File: src/rtl/axis_sync_fifo.sv
// AXI4-Stream synchronous FIFO, first-word-fall-through with registered outputs.
// Optional store-and-forward packet mode: define AXIS_SYNC_FIFO_PKT_MODE_EN.
module axis_sync_fifo #(
    parameter int DW    = 8,
    parameter int UW    = 1,
    parameter int DEPTH = 16
) (
    input  logic                     clk,
    input  logic                     rstn,
    input  logic [DW-1:0]            s_tdata,
    input  logic [UW-1:0]            s_tuser,
    input  logic                     s_tlast,
    input  logic                     s_tvalid,
    output logic                     s_tready,
    output logic [DW-1:0]            m_tdata,
    output logic [UW-1:0]            m_tuser,
    output logic                     m_tlast,
    output logic                     m_tvalid,
    input  logic                     m_tready,
    output logic [$clog2(DEPTH):0]   count
);

    localparam int AW = $clog2(DEPTH);
    localparam int WW = DW + UW + 1;
    localparam logic [AW:0] DEPTH_C = (AW+1)'(DEPTH);

    // Stored word layout: {tdata, tuser, tlast}
    logic [WW-1:0] mem [DEPTH];

    logic [AW-1:0] wr_ptr_reg;
    logic [AW-1:0] wr_ptr_next;
    logic [AW-1:0] rd_ptr_reg;
    logic [AW-1:0] rd_ptr_next;
    logic [AW:0]   count_reg;
    logic [AW:0]   count_next;
    logic [AW:0]   remain;
    logic          s_tready_reg;
    logic          s_tready_next;
    logic          m_tvalid_reg;
    logic          m_tvalid_next;
    logic [WW-1:0] m_word_reg;
    logic [WW-1:0] s_word;
    logic          wr_en;
    logic          rd_en;
    logic          bypass;

    always_comb begin
        s_word      = {s_tdata, s_tuser, s_tlast};
        wr_en       = s_tvalid && s_tready_reg;
        rd_en       = m_tvalid_reg && m_tready;
        wr_ptr_next = wr_ptr_reg + AW'(wr_en);
        rd_ptr_next = rd_ptr_reg + AW'(rd_en);
        remain      = count_reg - (AW+1)'(rd_en);
        count_next  = remain + (AW+1)'(wr_en);
        // The word being written becomes the head when nothing older remains.
        bypass        = wr_en && (remain == '0);
        s_tready_next = (count_next < DEPTH_C);
    end

`ifdef AXIS_SYNC_FIFO_PKT_MODE_EN
    logic [AW:0] pkt_cnt_reg;
    logic [AW:0] pkt_cnt_next;

    always_comb begin
        pkt_cnt_next = pkt_cnt_reg
                     - (AW+1)'(rd_en && m_word_reg[0])
                     + (AW+1)'(wr_en && s_tlast);
        // Releasing a full FIFO lets oversized packets drain word by word.
        m_tvalid_next = (count_next != '0) &&
                        ((pkt_cnt_next != '0) || (count_next == DEPTH_C));
    end

    always_ff @(posedge clk) begin
        if (!rstn) begin
            pkt_cnt_reg <= '0;
        end else begin
            pkt_cnt_reg <= pkt_cnt_next;
        end
    end
`else
    always_comb begin
        m_tvalid_next = (count_next != '0);
    end
`endif

    // Storage is intentionally left unreset.
    always_ff @(posedge clk) begin
        if (wr_en) begin
            mem[wr_ptr_reg] <= s_word;
        end
    end

    always_ff @(posedge clk) begin
        if (!rstn) begin
            wr_ptr_reg   <= '0;
            rd_ptr_reg   <= '0;
            count_reg    <= '0;
            s_tready_reg <= 1'b0;
            m_tvalid_reg <= 1'b0;
        end else begin
            wr_ptr_reg   <= wr_ptr_next;
            rd_ptr_reg   <= rd_ptr_next;
            count_reg    <= count_next;
            s_tready_reg <= s_tready_next;
            m_tvalid_reg <= m_tvalid_next;
        end
    end

    // Head register holds the word at the next read pointer, zero when invalid.
    always_ff @(posedge clk) begin
        if (!rstn) begin
            m_word_reg <= '0;
        end else if (!m_tvalid_next) begin
            m_word_reg <= '0;
        end else if (bypass) begin
            m_word_reg <= s_word;
        end else begin
            m_word_reg <= mem[rd_ptr_next];
        end
    end

    assign s_tready = s_tready_reg;
    assign m_tvalid = m_tvalid_reg;
    assign m_tdata  = m_word_reg[WW-1 -: DW];
    assign m_tuser  = m_word_reg[UW:1];
    assign m_tlast  = m_word_reg[0];
    assign count    = count_reg;

endmodule

File: config.mk
export PLATFORM = sky130hd
export DESIGN_NAME = axis_sync_fifo
export DESIGN_NICKNAME = d
export VERILOG_FILES = /design/src/rtl/axis_sync_fifo.sv
export SDC_FILE = /design/constraint.sdc
export NUM_CORES = 1
export LEC_CHECK = 0
export BUFFER_PORTS_ARGS = -buffer_cell sky130_fd_sc_hd__buf_4
export CAP_MARGIN = 20
export CORE_ASPECT_RATIO = 0.7
export CORE_MARGIN = 4
export CORE_UTILIZATION = 60
export DETAILED_ROUTE_END_ITERATION = 8
export PLACE_DENSITY = 0.83
export SLEW_MARGIN = 10
export SYNTH_ARGS = -nofsm -noshare
export SYNTH_HDL_FRONTEND = slang
export SYNTH_SLANG_ARGS = --single-unit
File: constraint.sdc
create_clock -name clk -period 4.04 [get_ports clk]
set_input_delay 0.808 -clock clk [delete_from_list [all_inputs] [get_ports clk]]
set_output_delay 0.808 -clock clk [all_outputs]
set_load 0.05 [all_outputs]
==> impl_results.md <==
* IO Count at 31
* Share of the synthesized area in the top cell type at 0.647
* Power Density at ~620 mW/mm^2
* Sequential cell area at roughly 0.0053 sq mm
* Core area at roughly 0.012 sq mm
* Post-Syn Instances at 374
* Max clock buf depth at 2
* First-pass GRT wire length at 22800 microns
* Critical path class: input pin to flip-flop
* Die Wd at 141 microns
* Total negative slack at 0 ns
* Area leader, netlist: edfxtp_1
* Final min period at 2.74 ns
* Worst setup path start: m_tready
* Setup Skew at about 0.0075 ns
* Worst path required time at 4.32 ns
* Share of layout cells above drive strength 1 at 0.241
* Max reg flops at between 150 and 200
* Initial antenna violation count at 0
* RSZ-0062 raised after global routing: false
* VDD IR max at approximately 0.54 mV
* CP max FO at 24
* Sink Count at 185
* Antenna cell count at 0
* Max stage delay cell, worst path: mux4_2
* CP Depth at 10
* Critical path buffer and inverter count at 3
* Post-DP HPWL at 9190 microns
* Root Buffer: clkbuf_16
* Antenna Nets Post-Route at 0
* Vias at 3767
* FMAX at 364 MHz
* WL per Instance at about 25 microns
* Footprint of the multi-input gates at 0.00199 sq mm
* Critical Path Sink Type: flip-flop
* CTS Hold Buffers Added at 0
* CTS tree: yes
* H-tree levels at 4
* Worst skew pair latency at 0.43 ns
* Clock transition at path regs at 0.07 ns
* CP Launch Type: input pin
* Slew Limit Fails at 0
* # fillers at 696
* Router iterations before antenna repair at 4
* Outcome: finished, final reports clean
* Reg-to-Reg Start: m_tvalid
* Largest net degree at the start of global routing at 42
* Syn Area/Cell at 19.9 sq um
* Die span in y at 101 microns
* Vias in the first global route at 3761
* Fin crit share at 0.679
* Yosys warns at 0
* Initial Util at 0.625
* CTS buffer count at 17
* Top-count cell post-synth: edfxtp_1
* R2R depth at 9
* Setup crit end: m_word_reg[3]
* Pleak at 2.98 nW
* Cts repair resizes at 0
* Ys async rst share at 0
* Final critical-path setup slack at roughly 1.3 ns
* R2r setup slk at 1.45 ns
* Total grt overflow at 0
* Global placement routability congestion at 0.773
* Die footprint at 0.0143 sq mm
* # rows at 33
* Via density per instance at 6.31
* Flops & latches, synth at around 190
* Worst slew margin at 0.182
* Cell area after synthesis at 0.00743 sq mm
* Total of max-cap violations at 0
* Post-synth EDFFs at 160
* Sequential area share after synthesis at 0.714
* Fin nets at 449
* DR DRC count at 0
* Top post-synthesis cells by area: edfxtp_1, mux4_1, dfxtp_1
* Crit path DAT at between 3 and 4 ns
* Largest stage delay, worst path at 0.54 ns
* Setup Viol. Count Final at 0
* Worst-path cell chain: buf_4 -> and2_1 -> ha_2 -> buf_12 -> buf_4 -> mux4_2 -> mux2i_1 -> mux2i_1 -> mux2i_1 -> nor3_1
* Setup Buffers After CTS at 0
* Total GRT Usage at 0.223
* Pre-CTS WS at 0.892 ns
* Fin. Hold Viols at 0
* Least-Margin Pin Slew at 1.22 ns
* DRT iter0 DRCs at about 330
* IO Port Bufs at 30
* Reg-to-reg critical path endpoint: m_word_reg[3]
* Drt total wl at between 10000 and 15000 microns
* CP top delay family: multiplexers
* Min-Delay Path Class: flip-flop to flip-flop
* Post-synth cell types at 33
* Synth cell count leaders: edfxtp_1, mux2i_1, dfxtp_1, mux4_1, nor2_1
* Synth Flop Type: edfxtp_1
* Syn nets at 396
* Crit path top cell by count: mux2i_1
* Layout area overhead at 14.1%
## how the worst min path moves through the flow
stage	from	endpoint	slack (ns)	cells past startpoint
after floorplan	wr_ptr_reg[3]	wr_ptr_reg[3]	0.53	2
after global placement	wr_ptr_reg[3]	wr_ptr_reg[3]	0.56	2
after detailed placement	wr_ptr_reg[3]	wr_ptr_reg[3]	0.60	2
after CTS	wr_ptr_reg[2]	wr_ptr_reg[2]	0.62	2
after global routing	wr_ptr_reg[2]	wr_ptr_reg[2]	0.65	2
final	wr_ptr_reg[2]	wr_ptr_reg[2]	0.62	2
## metal layers
metal	track usage	vias up	part of all wire
li1	-	1623	-
met1	0.339	1958	0.46
met2	0.324	163	0.46
met3	0.0507	23	0.073
met4	0.0789	0	0.016
met5	0	-	0
## logic make-up (layout without fill, tap and decap cells)
kind of cell | Yosys count | count (layout) | share of synthesized area
AOI/OAI and AO/OA | 4 | 4 | 0.00421
xor gates and xnor gates | 8 | 8 | 0.0113
adders and majority gates | 8 | 8 | 0.0135
buffers and inverters | 22 | 88 | 0.0202
DFF | 185 | 185 | 0.714
muxes | 81 | 81 | 0.189
and+or+nand+nor | 66 | 66 | 0.0478
## final cells by class
cell class / instances / area share
multi-input combinational: 167 / 0.234
clock buffer: 18 / 0.0506
timing repair buffer: 52 / 0.0503
sequential: 185 / 0.626
tap: 157 / 0.0232
clock inverter: 14 / 0.0139
inverter: 4 / 0.00177
## power breakdown
| group | switching (W) | total (W) | internal (W) |
|---|---|---|---|
| logic | 0.000821 | 0.00146 | 0.000643 |
| clock network | 0.000732 | 0.00154 | 0.000803 |
| registers | 0.0000849 | 0.00226 | 0.00218 |
| total | 0.00164 | 0.00526 | 0.00363 |
## cell usage in the layout (no fill, tap or decap), types with 2 or more instances in the layout
| master | count |
|---|---|
| clkinv_4 | 5 |
| and2_1 | 9 |
| buf_6 | 3 |
| buf_12 | 2 |
| and3_1 | 2 |
| xnor2_1 | 3 |
| or3_1 | 2 |
| ha_1 | 7 |
| nand3_1 | 4 |
| nand2b_1 | 2 |
| mux4_2 | 15 |
| inv_1 | 4 |
| edfxtp_1 | 160 |
| mux2i_1 | 41 |
| mux4_1 | 25 |
| clkinvlp_4 | 2 |
| or3b_1 | 2 |
| nand2_1 | 4 |
| xor2_1 | 3 |
| nor3_2 | 4 |
| inv_6 | 5 |
| nor2_1 | 22 |
| dfxtp_1 | 25 |
| nor3_1 | 11 |
| clkbuf_16 | 17 |
| buf_4 | 47 |
## per-stage QoR
step                total power (W)  area [sq um]  std cells  hold WS [ns]  utilization
floorplan                   0.00341          7430        374         0.529            -
global placement            0.00373          7880        560         0.556        0.663
detailed placement          0.00377          7880        560         0.599        0.663
CTS                         0.00529          8430        592         0.616        0.709
global route                0.00550          8480        597         0.648        0.713
finish                      0.00526          8480        597         0.617        0.713
## tightest hold or removal path, stage by stage (launching register included)
cell     delay [ns]
dfxtp_1        0.37
xnor2_1        0.17
nor2_1         0.04
Note: power is estimated with default switching activity, not from simulation.
